### src/rtl/ysyx_23060171_pkg.sv
// Shared definitions for the ysyx_23060171 load/store unit.
//   lsu_state_e : controller states
//   SZ_*        : in_size encodings (byte, half, word, dword)
//   size_mask   : byte-enable pattern for an access size, before lane shift
package ysyx_23060171_pkg;

  typedef enum logic [1:0] {
    S_IDLE = 2'd0,
    S_REQ  = 2'd1,
    S_RESP = 2'd2,
    S_DONE = 2'd3
  } lsu_state_e;

  localparam logic [1:0] SZ_B = 2'd0;
  localparam logic [1:0] SZ_H = 2'd1;
  localparam logic [1:0] SZ_W = 2'd2;
  localparam logic [1:0] SZ_D = 2'd3;

  // (1 << 2^size) - 1 : one enable bit per byte of the access.
  function automatic logic [7:0] size_mask(input logic [1:0] size);
    case (size)
      SZ_B:    size_mask = 8'h01;
      SZ_H:    size_mask = 8'h03;
      SZ_W:    size_mask = 8'h0F;
      default: size_mask = 8'hFF;
    endcase
  endfunction

endpackage

### src/rtl/ysyx_23060171_lsu_align.sv
// Combinational lane steering for the LSU.
//   off       : byte offset of the access within the XLEN-wide memory word
//   size      : access size (SZ_*)
//   is_unsigned: zero-extend loads instead of sign-extending
//   wdata     : right-aligned store data  -> wdata_sh : store data moved to its lane
//   wmask     : byte enables for the store
//   rdata     : raw memory word           -> rdata_ext: extracted, extended load data
module ysyx_23060171_lsu_align
  import ysyx_23060171_pkg::*;
#(
  parameter  int XLEN = 32,
  localparam int BW   = XLEN / 8,
  localparam int OW   = $clog2(BW)
) (
  input  logic [OW-1:0]   off,
  input  logic [1:0]      size,
  input  logic            is_unsigned,
  input  logic [XLEN-1:0] wdata,
  input  logic [XLEN-1:0] rdata,
  output logic [BW-1:0]   wmask,
  output logic [XLEN-1:0] wdata_sh,
  output logic [XLEN-1:0] rdata_ext
);

  logic [7:0]      mask8;
  logic [XLEN-1:0] rd_sh;
  logic [63:0]     keep64;
  logic [XLEN-1:0] keep;
  logic            sbit;

  always_comb begin
    mask8    = size_mask(size);
    wmask    = mask8[BW-1:0] << off;
    wdata_sh = wdata << {off, 3'b000};
    rd_sh    = rdata >> {off, 3'b000};

    // keep marks the bits that belong to the access; everything above is
    // filled with the sign bit (or zero for unsigned loads).
    keep64 = '1;
    sbit   = 1'b0;
    case (size)
      SZ_B: begin keep64 = 64'h0000_0000_0000_00FF; sbit = rd_sh[7];  end
      SZ_H: begin keep64 = 64'h0000_0000_0000_FFFF; sbit = rd_sh[15]; end
      SZ_W: begin keep64 = 64'h0000_0000_FFFF_FFFF; sbit = rd_sh[31]; end
      default: ;
    endcase
    keep      = keep64[XLEN-1:0];
    rdata_ext = (rd_sh & keep) | ({XLEN{sbit & ~is_unsigned}} & ~keep);
  end

endmodule

### src/rtl/ysyx_23060171_lsu.sv
// Load/store unit: accepts one access upstream, issues at most one memory
// request/response pair, and presents a single result downstream.
//   clk, rst               : clock, asynchronous active-low reset
//   in_*                   : upstream access (addr, wdata, tag, ren, wen, size, unsigned)
//   mem_req_* / mem_*      : memory request channel (aligned addr, wen, wdata, wmask)
//   mem_resp_* / mem_rdata : memory response channel
//   out_*                  : downstream result (data, tag, misalign flag)
//   dbg_state              : current controller state
//
// Handshakes: every channel transfers on a rising edge where its valid and
// ready are both high. A valid, once raised, is held together with its
// payload until that transfer happens. All valids/readies driven by this
// block are decoded from the state flop only, so none depends on an input.
module ysyx_23060171_lsu
  import ysyx_23060171_pkg::*;
#(
  parameter int XLEN = 32,
  parameter int AW   = 32,
  parameter int TW   = 5
) (
  input  logic              clk,
  input  logic              rst,
  input  logic              in_valid,
  output logic              in_ready,
  input  logic [AW-1:0]     in_addr,
  input  logic [XLEN-1:0]   in_wdata,
  input  logic [TW-1:0]     in_tag,
  input  logic              in_ren,
  input  logic              in_wen,
  input  logic [1:0]        in_size,
  input  logic              in_unsigned,
  output logic              mem_req_valid,
  input  logic              mem_req_ready,
  output logic [AW-1:0]     mem_addr,
  output logic              mem_wen,
  output logic [XLEN-1:0]   mem_wdata,
  output logic [XLEN/8-1:0] mem_wmask,
  input  logic              mem_resp_valid,
  output logic              mem_resp_ready,
  input  logic [XLEN-1:0]   mem_rdata,
  output logic              out_valid,
  input  logic              out_ready,
  output logic [XLEN-1:0]   out_data,
  output logic [TW-1:0]     out_tag,
  output logic              out_misalign,
  output logic [1:0]        dbg_state
);

  localparam int BW = XLEN / 8;
  localparam int OW = $clog2(BW);

  lsu_state_e      state_q, state_d;
  logic [AW-1:0]   addr_q, addr_d;
  logic [XLEN-1:0] wdata_q, wdata_d;
  logic [TW-1:0]   tag_q, tag_d;
  logic            wen_q, wen_d;
  logic [1:0]      size_q, size_d;
  logic            uns_q, uns_d;
  logic [XLEN-1:0] out_data_q, out_data_d;
  logic            out_misalign_q, out_misalign_d;

  logic            aligned;
  logic            mem_op;
  logic [BW-1:0]   lane_mask;
  logic [XLEN-1:0] lane_wdata;
  logic [XLEN-1:0] load_data;

  ysyx_23060171_lsu_align #(.XLEN(XLEN)) u_align (
    .off        (addr_q[OW-1:0]),
    .size       (size_q),
    .is_unsigned(uns_q),
    .wdata      (wdata_q),
    .rdata      (mem_rdata),
    .wmask      (lane_mask),
    .wdata_sh   (lane_wdata),
    .rdata_ext  (load_data)
  );

  // A dword is never aligned on a 32-bit datapath: it cannot fit one beat.
  always_comb begin
    case (in_size)
      SZ_B:    aligned = 1'b1;
      SZ_H:    aligned = ~in_addr[0];
      SZ_W:    aligned = (in_addr[1:0] == 2'b00);
      default: aligned = (XLEN == 64) && (in_addr[2:0] == 3'b000);
    endcase
    mem_op = in_ren | in_wen;
  end

  always_comb begin
    state_d        = state_q;
    addr_d         = addr_q;
    wdata_d        = wdata_q;
    tag_d          = tag_q;
    wen_d          = wen_q;
    size_d         = size_q;
    uns_d          = uns_q;
    out_data_d     = out_data_q;
    out_misalign_d = out_misalign_q;
    case (state_q)
      S_IDLE: begin
        if (in_valid) begin
          addr_d         = in_addr;
          wdata_d        = in_wdata;
          tag_d          = in_tag;
          wen_d          = in_wen;
          size_d         = in_size;
          uns_d          = in_unsigned;
          out_data_d     = '0;
          out_misalign_d = mem_op & ~aligned;
          state_d        = (mem_op && aligned) ? S_REQ : S_DONE;
        end
      end
      S_REQ: begin
        if (mem_req_ready) state_d = S_RESP;
      end
      S_RESP: begin
        if (mem_resp_valid) begin
          // Stores (including ren&wen) only wait for the ack; no data returns.
          out_data_d = wen_q ? '0 : load_data;
          state_d    = S_DONE;
        end
      end
      default: begin
        if (out_ready) state_d = S_IDLE;
      end
    endcase
  end

  always_ff @(posedge clk or negedge rst) begin
    if (!rst) begin
      state_q        <= S_IDLE;
      addr_q         <= '0;
      wdata_q        <= '0;
      tag_q          <= '0;
      wen_q          <= 1'b0;
      size_q         <= SZ_B;
      uns_q          <= 1'b0;
      out_data_q     <= '0;
      out_misalign_q <= 1'b0;
    end else begin
      state_q        <= state_d;
      addr_q         <= addr_d;
      wdata_q        <= wdata_d;
      tag_q          <= tag_d;
      wen_q          <= wen_d;
      size_q         <= size_d;
      uns_q          <= uns_d;
      out_data_q     <= out_data_d;
      out_misalign_q <= out_misalign_d;
    end
  end

  assign in_ready       = (state_q == S_IDLE);
  assign mem_req_valid  = (state_q == S_REQ);
  assign mem_resp_ready = (state_q == S_RESP);
  assign out_valid      = (state_q == S_DONE);
  assign mem_addr       = {addr_q[AW-1:OW], {OW{1'b0}}};
  assign mem_wen        = wen_q & mem_req_valid;
  assign mem_wdata      = lane_wdata;
  assign mem_wmask      = (mem_req_valid && wen_q) ? lane_mask : '0;
  assign out_data       = out_data_q;
  assign out_tag        = tag_q;
  assign out_misalign   = out_misalign_q;
  assign dbg_state      = state_q;

endmodule

### config.mk
export PLATFORM = sky130hd
export DESIGN_NAME = ysyx_23060171_lsu
export DESIGN_NICKNAME = d
export VERILOG_FILES = /design/src/rtl/ysyx_23060171_pkg.sv /design/src/rtl/ysyx_23060171_lsu_align.sv /design/src/rtl/ysyx_23060171_lsu.sv
export SDC_FILE = /design/constraint.sdc
export NUM_CORES = 1
export LEC_CHECK = 0
export ABC_AREA = 1
export BUFFER_PORTS_ARGS = -buffer_cell sky130_fd_sc_hd__buf_4
export CORE_MARGIN = 2
export CORE_UTILIZATION = 49
export DETAILED_ROUTE_END_ITERATION = 6
export GPL_TIMING_DRIVEN = 0
export PLACE_DENSITY = 0.81
export SYNTH_ARGS = -nofsm -noshare
export SYNTH_HDL_FRONTEND = slang
export SYNTH_SLANG_ARGS = --single-unit
### constraint.sdc
create_clock -name clk -period 1.9 [get_ports clk]
set_input_delay 0 -clock clk [delete_from_list [all_inputs] [get_ports clk]]
set_output_delay 0 -clock clk [all_outputs]
set_load 0.01 [all_outputs]
# Yosys cells after proc, flatten, opt, wreduce, memory -nomap -nowiden
# Index checks and enable logic that the tools add are counted.
# word_totals
wordCells	59
input_bits	112
regBits	108
# op_classes
eq_ne	10
muxes	15
bitwise_logic	11
shift	3
n_reduce_logical	11
# op_table
operator	count
32-bit two-way mux	3
32-bit case mux with 3 select lines	1
32-bit bitwise AND	2
32-bit case mux with 2 select lines	1
32-bit NOT	1
32-bit bitwise OR	1
32-bit by 5-bit left shift with 32-bit output	1
32-bit by 5-bit right shift with 32-bit output	1
4-bit case mux with 3 select lines	1
2-bit two-way mux	5
2-bit == test, second input constant	4
2-bit zero test	4
2-bit by 1-bit == test with 1-bit output, second input constant	3
1-bit case mux with 3 select lines	2
2-bit case mux with 3 select lines	1
4-bit two-way mux	1
2-bit inequality test, second input constant	2
4-bit AND reduction	1
4-bit nonzero test	1
4-bit by 2-bit left shift with 4-bit output	1
1-bit bitwise AND	3
1-bit NOT	3
3-bit AND reduction	1
1-bit logical AND	2
other kinds (4)	4

# Depth between registers and ports, before layout
# Gate-level depths: netlist (run 1).
# logic_depth
ltp_word	8
depth_mapped	10
ltp_nobuf	9

# Modules after synthesis
# A second synthesis (run 1) with hierarchy kept.
# hier_totals
cells_unflattened	812
hier_area_um2	5876.9
# modules_own_cells
mod	area_each_um2	seq_area_each_um2	cells_each	n_inst
ysyx_23060171_lsu	4611.9	2702.6	536	1
ysyx_23060171_lsu_align	1265.0	0.0	276	1

# Worst setup path before layout (run 1)
# OpenSTA, ideal clock, no wires.
# synth_timing
path_kind	register to register
from	register state_q[0] (netlist: dbg_state[0])
to	register out_data_q[10] (netlist: out_data[10])
stages_incl_launch_ff	11
t_arrival_ns	1.510
path_buffers	1
setup_time_ns	0.117
required_time_ns	1.783
path_slack_ns	0.273
path_cell_list	dfrtp_1 inv_1 ha_1 inv_1 o21ai_1 inv_1 nand2_2 inv_2 buf_2 nand3_1 nand2_1
# synth_between
elab_chain_cells	3
# synth_lines
element	line	text
from (decl)	ysyx_23060171_lsu.sv:52	lsu_state_e state_q, state_d;
from (signal assigned)	ysyx_23060171_lsu.sv:142	state_q <= state_d;
2-bit == test *	-	
via mem_resp_ready	ysyx_23060171_lsu.sv:39	output logic mem_resp_ready,
2-bit inequality test (no line) / 2-bit nonzero test (equally long branches)	-	
3-bit AND reduction (no line)	-	
to (signal assigned)	ysyx_23060171_lsu.sv:149	out_data_q <= out_data_d;
to (decl)	ysyx_23060171_lsu.sv:59	logic [XLEN-1:0] out_data_q, out_data_d;
# Mark *: on every way through the listed nets, which the timed path passes. The rest lies on a longest branch.
# A chain may end at the register's enable or synchronous reset.

# Worst setup path after layout (run 1)
# layout_timing
from	register addr_q[0]
to	output port mem_wdata[23]
# layout_between
elab_chain_cells	1
# layout_lines
element	line	text
from (decl)	ysyx_23060171_lsu.sv:53	logic [AW-1:0] addr_q, addr_d;
from (signal assigned)	ysyx_23060171_lsu.sv:143	addr_q <= addr_d;
32-bit by 5-bit left shift with 32-bit output	ysyx_23060171_lsu_align.sv:34	wdata_sh = wdata << {off, 3'b000};
to (decl)	ysyx_23060171_lsu.sv:36	output logic [XLEN-1:0] mem_wdata,
# No other way between the ends.

==> results of run 1 <==
-- registers in the layout, indices dropped and copies added (netlist names) --
register and count:
out_data 32, addr_q 32, out_tag 5, out_misalign 1, wdata_q 32, wen_q 1, uns_q 1, dbg_state 2
size_q 2
-- critical path, cell delays in order (launching register included) --
cell     delay [ns]
dfrtp_1        0.39
buf_6          0.16
buf_4          0.18
buf_6          0.17
nor2_1         0.06
o32ai_1        0.36
buf_4          0.20
-- Yosys cell counts (3+ instances only) --
cell / count
inv_2: 4
nand2_1: 338
dfrtp_1: 108
o211ai_1: 12
a22oi_1: 8
nand2_2: 4
o22ai_1: 7
nand3_1: 37
nand3_2: 3
ha_1: 4
buf_2: 16
nor2_1: 55
buf_4: 35
o21ai_0: 42
inv_1: 33
a21oi_1: 22
buf_6: 3
clkbuf_1: 21
o21ai_1: 4
-- cell families after synthesis --
| group | Yosys count | share of synthesized area [%] |
|---|---|---|
| other | 1 | 0.06603 |
| and+or+nand+nor | 440 | 30.71 |
| buffers and inverters | 114 | 10.60 |
| adders and majority gates | 4 | 0.8813 |
| DFF | 108 | 47.59 |
| AOI/OAI and AO/OA | 100 | 10.16 |
-- report_power, final --
group / switching [mW] / total (mW) / internal, mW
logic: 4.80 / 8.33 / 3.53
registers: 0.637 / 3.90 / 3.26
clock network: 0.935 / 1.98 / 1.04
-- final timing paths --
path                                          start  cells after the start  slack [ns]                       to
setup / recovery              addr_q[0]$_DFFE_PN0P_                      6        0.03            mem_wdata[23]
hold / removal                         mem_rdata[3]                      5       0.003  out_data[3]$_DFFE_PN0P_
setup reg to reg           dbg_state[0]$_DFFE_PN0P_                      8        0.11   addr_q[25]$_DFFE_PN0P_
hold reg to reg             wdata_q[28]$_DFFE_PN0P_                      2        0.49  wdata_q[28]$_DFFE_PN0P_
max in group asynchronous                       rst                      3        1.16   out_tag[0]$_DFFE_PN0P_
min in group asynchronous                       rst                      2        0.07  out_data[2]$_DFFE_PN0P_
-- metrics by stage --
stage | cells | setup TNS, ns | utilization, % | setup WS (ns)
after floorplan | 768 | 0 | - | 0.2730
after CTS | 1221 | -0.03404 | 75.43 | -0.01730
after global placement | 1133 | -2.447 | 66.22 | -0.1025
after global routing | 1223 | 0 | 76.22 | 0.004706
after detailed placement | 1133 | -2.654 | 66.22 | -0.1201
final | 1223 | 0 | 76.22 | 0.02867
-- cells in the final DEF, fill, tap and decap left out, drive strengths merged --
| cell | n |
|---|---|
| nor2 | 56 |
| or2 | 1 |
| clkinv | 4 |
| bufinv | 1 |
| nand2 | 343 |
| o22ai | 7 |
| clkbuf | 34 |
| a22oi | 8 |
| ha | 4 |
| inv | 38 |
| a21oi | 23 |
| dfrtp | 108 |
| buf | 273 |
| o211ai | 12 |
| dlygate4sd3 | 74 |
| o31ai | 1 |
| a221oi | 1 |
| o32ai | 1 |
| nand3 | 40 |
| clkinvlp | 2 |
| conb | 2 |
| o21ai | 47 |
-- per-layer routing --
layer	vias up	routed length, um	global-route usage (%)
li1	3004	-	-
met1	3065	7786	41.25
met2	430	10030	56.12
met3	97	2039	7.839
met4	0	1092	16.95
met5	-	0	0
-- layout make-up --
cell class / instances / area [um2] / area share, %
clock buffer: 9 / 225.2 / 2.599
sequential: 108 / 2704 / 31.20
timing repair buffer: 297 / 2439 / 28.14
buffer: 75 / 493.0 / 5.689
tap: 143 / 178.9 / 2.065
inverter: 38 / 142.6 / 1.646
clock inverter: 7 / 87.58 / 1.011
multi-input combinational: 546 / 2396 / 27.65
-- timing repair --
item / CTS / global route
gates resized for setup: 4 / 32
hold endpoints to repair: 73 / 108
pin swaps: 0 / 3
endpoints found under the setup margin: 64 / 122
hold buffers: 73 / 1
gates cloned: 0 / 0
==> flow_summary.toml, run 1 <==
[critical_path]
worstSetupPathType = "reg -> out"
critPathMaxFanout = 10
required_ns = 1.90
critPathLaunchType = "flop"
cp-end-kind = "primary output"
cp.arrival_ns = 1.87

[synth]
ys_dominant_reg_cell = "dfrtp_1"
synth_edf_count = 0
synth_area_leaders = "dfrtp_1, nand2_1, buf_4"
async_reset_ff_share_pct = 100.0
syn_avg_cell_area_um2 = 7.404
synth_top_area_cell = "dfrtp_1"
yosysWarnings = 0
syn_inst = 767
synthesis.area_mm2 = 0.005679
yosysTopAreaCellShare_pct = 47.59
ys_seq_area_share_pct = 47.59
synth.distinct_cells = 30
synth-seq-cells = 108

[sta]
skew_ns = 0.01414
slew_headroom_pct = 61.60
finalCriticalPeriod_ns = 1.871
rsz0062_at_grt = "false"
hold_viol = 0
period_share_pct = 98.49
finalMaxSlewViolations = 0
tightestPinTransition_ns = 0.5759
whs_ns = 0.003490
setup_violations = 0
fmax_ghz = 0.5344

[layout]
syn2layout_area_growth_pct = 52.59
drive_gt1_share_pct = 30.00
finalNetCount = 1191
postLayoutCellArea_mm2 = 0.008666
num_antenna_cells = 0
fillers = 797

[global_routing]
grt_overflow_total = 0
grt_pass1_vias = 6620
grt_max_degree = 109
grt_util_all_layers_pct = 33.71
grt_pass1_wl_mm = 33.27
antenna_found_initial = 0

[placement]
port_buffers = 222
dp_hpwl_mm = 13.21
gp_congestion = 0.9808
detailed_place.area_mm2 = 0.007528

[routing]
vias_per_cell = 5.393
routed_wirelength_mm = 20.95
vias = 6596
drt_iter0_drc = 542
drt-pass1-iter-count = 7
wire_per_inst_um = 17.13
antenna_left = 0
drt_drc_violations_left = 0

[die]
ios = 225
start_util_pct = 49.95
core_mm2 = 0.01137
rows = 39
die_area_mm2 = 0.01247
die_x_um = 111.7
die_y_um = 111.7

[cts]
worstSkewPairLatency_ns = 0.36
tritoncts = "yes"
postCtsSetupBuffers = 0
cts-buffers-inserted = 9
path_clk_slew_ns = 0.08
cts_root_buf = "clkbuf_16"
clockBufferDepth = 2
cts.sinks = 108
htree_levels = 3

[power]
totalPowerFinal_mw = 14.21
p_leak_nw = 4.759
ir_drop_uv = 1217
powerDensity_mw_per_mm2 = 1640

[run]
cap_violations = 0

[worst_hold_path]
hp-class = "in -> reg"

[status]
outcome = "completed"
No activity file was read; power rests on OpenSTA's default activity.
==> run 2: changes to the inputs <==
ABC_CLOCK_PERIOD_IN_PS = 1900   (was unset)
BUFFER_PORTS_ARGS = -buffer_cell sky130_fd_sc_hd__buf_2   (was -buffer_cell sky130_fd_sc_hd__buf_4)
SKIP_CTS_REPAIR_TIMING = 1   (was unset)
==> run 2 against run 1 <==
Effect of this change: the run now ends with negative hold slack left; worst hold slack got worse by 0.010 ns; wire length fell by 3.8%; non-clock buffer count rose by 2; critical path depth fell by 1; largest cell class is now registers; largest power group unchanged.
==> flow_summary.toml, run 2 (synthesis results as in run 1) <==
[layout]
drive_gt1_share_pct = 29.67
final_cell_mix = "nand2_1, buf_2, dfrtp_1"
syn2layout_area_growth_pct = 43.23
finalNetCount = 1193
postLayoutCellArea_mm2 = 0.008134
fillers = 867
num_antenna_cells = 0
final_common_cell = "nand2_1"

[power]
clkPwrFrac_pct = 15.2
powerDensity_mw_per_mm2 = 1662
p_leak_nw = 4.635
totalPowerFinal_mw = 13.52
p_sw_share_pct = 46.41
p_sw_mw = 6.273
pwr-share-comb_pct = 56.1
ir_drop_uv = 1034
p_int_mw = 7.243
seq_power_share_pct = 28.7

[critical_path]
worstSetupPathType = "reg -> out"
critPathMaxFanout = 10
critPathLaunchType = "flop"
r2r-end = "out_data[12]$_DFFE_PN0P_"
timing.rr.start = "dbg_state[0]$_DFFE_PN0P_"
rrSetupSlack_ns = 0.14
reg2reg_depth = 10
required_ns = 1.90
cp-end-kind = "primary output"
cp.arrival_ns = 1.87

[worst_hold_path]
whs_endpoint = "out_data[2]$_DFFE_PN0P_"
hp-class = "in -> reg"
hold_path_depth = 5
hold_path_startpoint = "mem_rdata[2]"

[routing]
drt_drc_violations_left = 0
routed_wirelength_mm = 20.16
drt-pass1-iter-count = 7
vias_per_cell = 5.287
drt_iter0_drc = 560
antenna_left = 0
wire_per_inst_um = 16.45
vias = 6477

[sta]
whs_ns = -0.006865
hold_viol = 2
setup_violations = 0
fmax_ghz = 0.5362
rsz0062_at_grt = "true"
slew_headroom_pct = 60.06
finalCriticalPeriod_ns = 1.865
tightestPinTransition_ns = 0.5991
skew_ns = 0.01345
finalMaxSlewViolations = 0
period_share_pct = 98.16

[die]
ios = 225
die_y_um = 111.7
die_area_mm2 = 0.01247
rows = 39
die_x_um = 111.7
start_util_pct = 49.95
core_mm2 = 0.01137

[global_routing]
antenna_found_initial = 1
grt_util_all_layers_pct = 28.34
grt_pass1_vias = 5758
grt_pass1_wl_mm = 28.07
grt_overflow_total = 0
grt_max_degree = 72

[placement]
dp_hpwl_mm = 12.99
port_buffers = 222
detailed_place.area_mm2 = 0.007003
gp_congestion = 0.9421

[cts]
htree_levels = 3
cts-buffers-inserted = 9
tritoncts = "yes"
worstSkewPairLatency_ns = 0.36
cts.sinks = 108
clockBufferDepth = 2
path_clk_slew_ns = 0.08
cts_root_buf = "clkbuf_16"

[status]
outcome = "finished with violations"
violations = "negative hold slack"

[run]
cap_violations = 0
-- run 2: cell types whose count changed in the layout (fill, tap and decap cells not counted), moves of 2 or more --
cell        delta
buf_2        +220
buf_4        -219
clkbuf_1       +4
clkbuf_2       -4
inv_8          +4
clkbuf_4       +2
clkinvlp_4     -2
-- run 2: power by group through the flow --
| stage | sequential, mW | combinational (mW) | clock (mW) |
|---|---|---|---|
| after floorplan | 3.84 | 4.55 | 0 |
| after global placement | 3.83 | 6.93 | 0 |
| after detailed placement | 3.85 | 7.07 | 0 |
| after CTS | 3.83 | 7.10 | 2.06 |
| after global routing | 3.97 | 8.30 | 2.17 |
| final | 3.88 | 7.58 | 2.06 |
-- run 2: layout make-up --
cell class / count / area, um2 / area share [%]
plain buffers: 75 / 490.5 / 6.030
clock inverters: 7 / 100.1 / 1.231
inverters: 38 / 142.6 / 1.754
flip-flops and latches: 108 / 2704 / 33.24
repair buffers: 299 / 1897 / 23.32
clock buffers: 9 / 225.2 / 2.769
well taps: 143 / 178.9 / 2.200
multi-input cells: 546 / 2396 / 29.46
-- run 2: per-stage QoR --
step / cells / TNS [ns] / setup slack [ns] / hold slack (ns) / utilization [%]
finish: 1225 / 0 / 0.03498 / -0.006865 / 71.54
floorplan: 768 / 0 / 0.2730 / -0.2956 / -
detailed placement: 1134 / -2.634 / -0.1282 / 0.01004 / 61.59
global placement: 1133 / -41.73 / -0.3835 / 0.1944 / 61.33
global route: 1225 / -0.01261 / -0.007817 / 0.02994 / 71.54
CTS: 1150 / -3.537 / -0.1480 / -0.3753 / 64.45
-- run 2: worst max-delay path, stage by stage (launching register included) --
cell and delay (ns):
dfrtp_1 0.35, buf_6 0.14, clkbuf_1 0.48, a21oi_1 0.08
a22oi_1 0.27, buf_2 0.19
-- run 2: per-layer routing --
metal,wire [um],track usage (%),vias up
li1,-,-,3005
met1,7693,35.90,2984
met2,9726,46.51,418
met3,1928,7.458,70
met4,807,11.36,0
met5,0,0,-
-- run 2: worst max path at each step --
stage | end | cells after the start | from
after floorplan | out_data[10]$_DFFE_PN0P_ | 10 | dbg_state[0]$_DFFE_PN0P_
after global placement | wdata_q[12]$_DFFE_PN0P_ | 1 | rst
after detailed placement | addr_q[28]$_DFFE_PN0P_ | 8 | dbg_state[0]$_DFFE_PN0P_
after CTS | addr_q[11]$_DFFE_PN0P_ | 8 | dbg_state[0]$_DFFE_PN0P_
after global routing | mem_wdata[28] | 7 | addr_q[0]$_DFFE_PN0P_
final | mem_wdata[31] | 5 | addr_q[1]$_DFFE_PN0P_
==> run 3: changes to the inputs <==
CORE_UTILIZATION = 40   (was 49)
PLACE_DENSITY = 0.68   (was 0.81)
==> run 3 against run 2 <==
Effect of this change: the flow still finishes with violations (negative hold slack); sequential power is 1% lower; wire length is 4.8% lower; first-iteration DRC count is 23% lower; clock-buffer cell count is 1 higher; die area is 22% higher; register-to-register slack worse by 0.04 ns; final cell count is 2.6% higher; flip-flop and latch count stayed put; total power is 3.3% lower; non-clock buffer count is 5 lower; global-route usage is 4.4 points lower; clock skew is 0.0059 ns lower; critical path type unchanged; largest power group unchanged.
==> flow_summary.toml, run 3 (synthesis results as in run 1) <==
[status]
outcome = "finished with violations"
violations = "negative hold slack"

[routing]
drt-pass1-iter-count = 6
wl_met2_mm = 9.254
drt_drc_violations_left = 0
wire_per_inst_um = 15.26
met1_length_mm = 8.124
drt_iter0_drc = 429
routed_wirelength_mm = 19.19
wl_met3_mm = 1.428
top_layer = "met4"
vias_per_cell = 4.893
vias = 6151
antenna_left = 0

[die]
start_util_pct = 40.91
die_area_mm2 = 0.01517
die_y_um = 123.2
rows = 43
core_mm2 = 0.01388
die_x_um = 123.2
ios = 225

[sta]
finalMaxSlewViolations = 0
setup_tns_ns = 0
whs_ns = -0.03180
slew_headroom_pct = 60.33
layout_setup_ws_ns = 0.08044
skew_ns = 0.007580
rsz0062_at_grt = "false"
period_share_pct = 95.77
hold_viol = 3
finalCriticalPeriod_ns = 1.820
fmax_ghz = 0.5496
tightestPinTransition_ns = 0.5950
setup_violations = 0

[critical_path]
cp.arrival_ns = 1.82
crit_path_max_incr_delay_ns = 0.40
r2r-end = "addr_q[11]$_DFFE_PN0P_"
worstSetupPathType = "reg -> out"
reg2reg_depth = 8
slowest_stage = "dfrtp_1"
critPathMaxFanout = 10
timing.rr.start = "dbg_state[0]$_DFFE_PN0P_"
cp_num_buf_inv = 4
rrSetupSlack_ns = 0.10
crit_family = "buffers and inverters"
path_cells = "inv_2, clkbuf_4, buf_4, nand2_1, a22oi_2, buf_2"
required_ns = 1.90
critPathLaunchType = "flop"
cp-end-kind = "primary output"

[worst_hold_path]
hold_path_depth = 3
whs_endpoint = "addr_q[0]$_DFFE_PN0P_"
hp-class = "in -> reg"
hold_path_startpoint = "in_addr[0]"

[cts]
cts.sinks = 108
tritoncts = "yes"
worstSkewPairLatency_ns = 0.35
cts_root_buf = "clkbuf_16"
clockBufferDepth = 2
htree_levels = 3
cts-buffers-inserted = 9
path_clk_slew_ns = 0.07

[layout]
regArea_mm2 = 0.002703
multi_input_area_mm2 = 0.002420
final_common_cell = "nand2_1"
final_cell_mix = "nand2_1, buf_2, dfrtp_1"
drive_gt1_share_pct = 29.83
syn2layout_area_growth_pct = 42.63
fillers = 1325
finalNonFillerCells = 1257
postLayoutCellArea_mm2 = 0.008100
finalNetCount = 1188

[placement]
dp.cells = 1171
place_ws_ns = -0.2164
gp_congestion = 0.9402
detailed_place.area_mm2 = 0.007049
dp_hpwl_mm = 13.66
port_buffers = 222

[global_routing]
grt_pass1_wl_mm = 27.57
antenna_found_initial = 1
grt_max_degree = 66
grt_pass1_vias = 5451
grt_util_all_layers_pct = 23.96
grt_overflow_total = 0

[run]
cap_violations = 0

[power]
p_leak_nw = 4.588
powerDensity_mw_per_mm2 = 1614
ir_drop_uv = 803.6
-- run 3: cell types whose count changed in the layout (fill, tap and decap cells not counted), moves of 2 or more --
cell and delta:
a22oi_1 -2, a22oi_2 +2, buf_4 -2, clkinvlp_4 +2, dlygate4sd3_1 -3, inv_8 -4
-- run 3: worst max path at each step --
stage | from | end | slack, ns | depth (start not counted)
after floorplan | dbg_state[0]$_DFFE_PN0P_ | out_data[10]$_DFFE_PN0P_ | 0.27 | 10
after global placement | rst | addr_q[10]$_DFFE_PN0P_ | -0.44 | 1
after detailed placement | dbg_state[0]$_DFFE_PN0P_ | addr_q[26]$_DFFE_PN0P_ | -0.22 | 8
after CTS | dbg_state[0]$_DFFE_PN0P_ | addr_q[26]$_DFFE_PN0P_ | -0.23 | 8
after global routing | addr_q[0]$_DFFE_PN0P_ | mem_wdata[26] | 0.009 | 5
final | addr_q[0]$_DFFE_PN0P_ | mem_wdata[30] | 0.08 | 6
-- run 3: through the flow --
step	total power, mW	utilization, %
final	13.07	58.36
after global routing	14.13	58.34
after CTS	12.76	52.70
after detailed placement	10.97	50.78
after global placement	10.88	50.57
after floorplan	8.395	-
-- run 3: area by class of cell --
| cell class | instances | area share, % |
|---|---|---|
| inverters | 38 | 1.761 |
| plain buffers | 75 | 6.040 |
| multi-input cells | 546 | 29.87 |
| clock inverters | 5 | 0.4634 |
| clock buffers | 10 | 2.827 |
| diodes | 1 | 0.03089 |
| repair buffers | 294 | 22.86 |
| well taps | 180 | 2.780 |
| flip-flops and latches | 108 | 33.36 |
-- run 3: power by group --
part | switching (mW) | internal, mW
Clock | 0.860 | 0.888
Sequential | 0.575 | 3.26
Combinational | 4.58 | 2.91
-- run 3: worst min-delay path, delay by kind of cell --
kind | cells | cell delay, ns
AO/OA/AOI/OAI | 1 | 0.09
buffers and inverters | 2 | 0.17
-- run 3: metal layers --
metal | GRT usage (%) | up-vias
met3 | 5.535 | 34
met2 | 38.32 | 271
met1 | 32.12 | 2853
met4 | 7.813 | 0
met5 | 0 | -
li1 | - | 2993
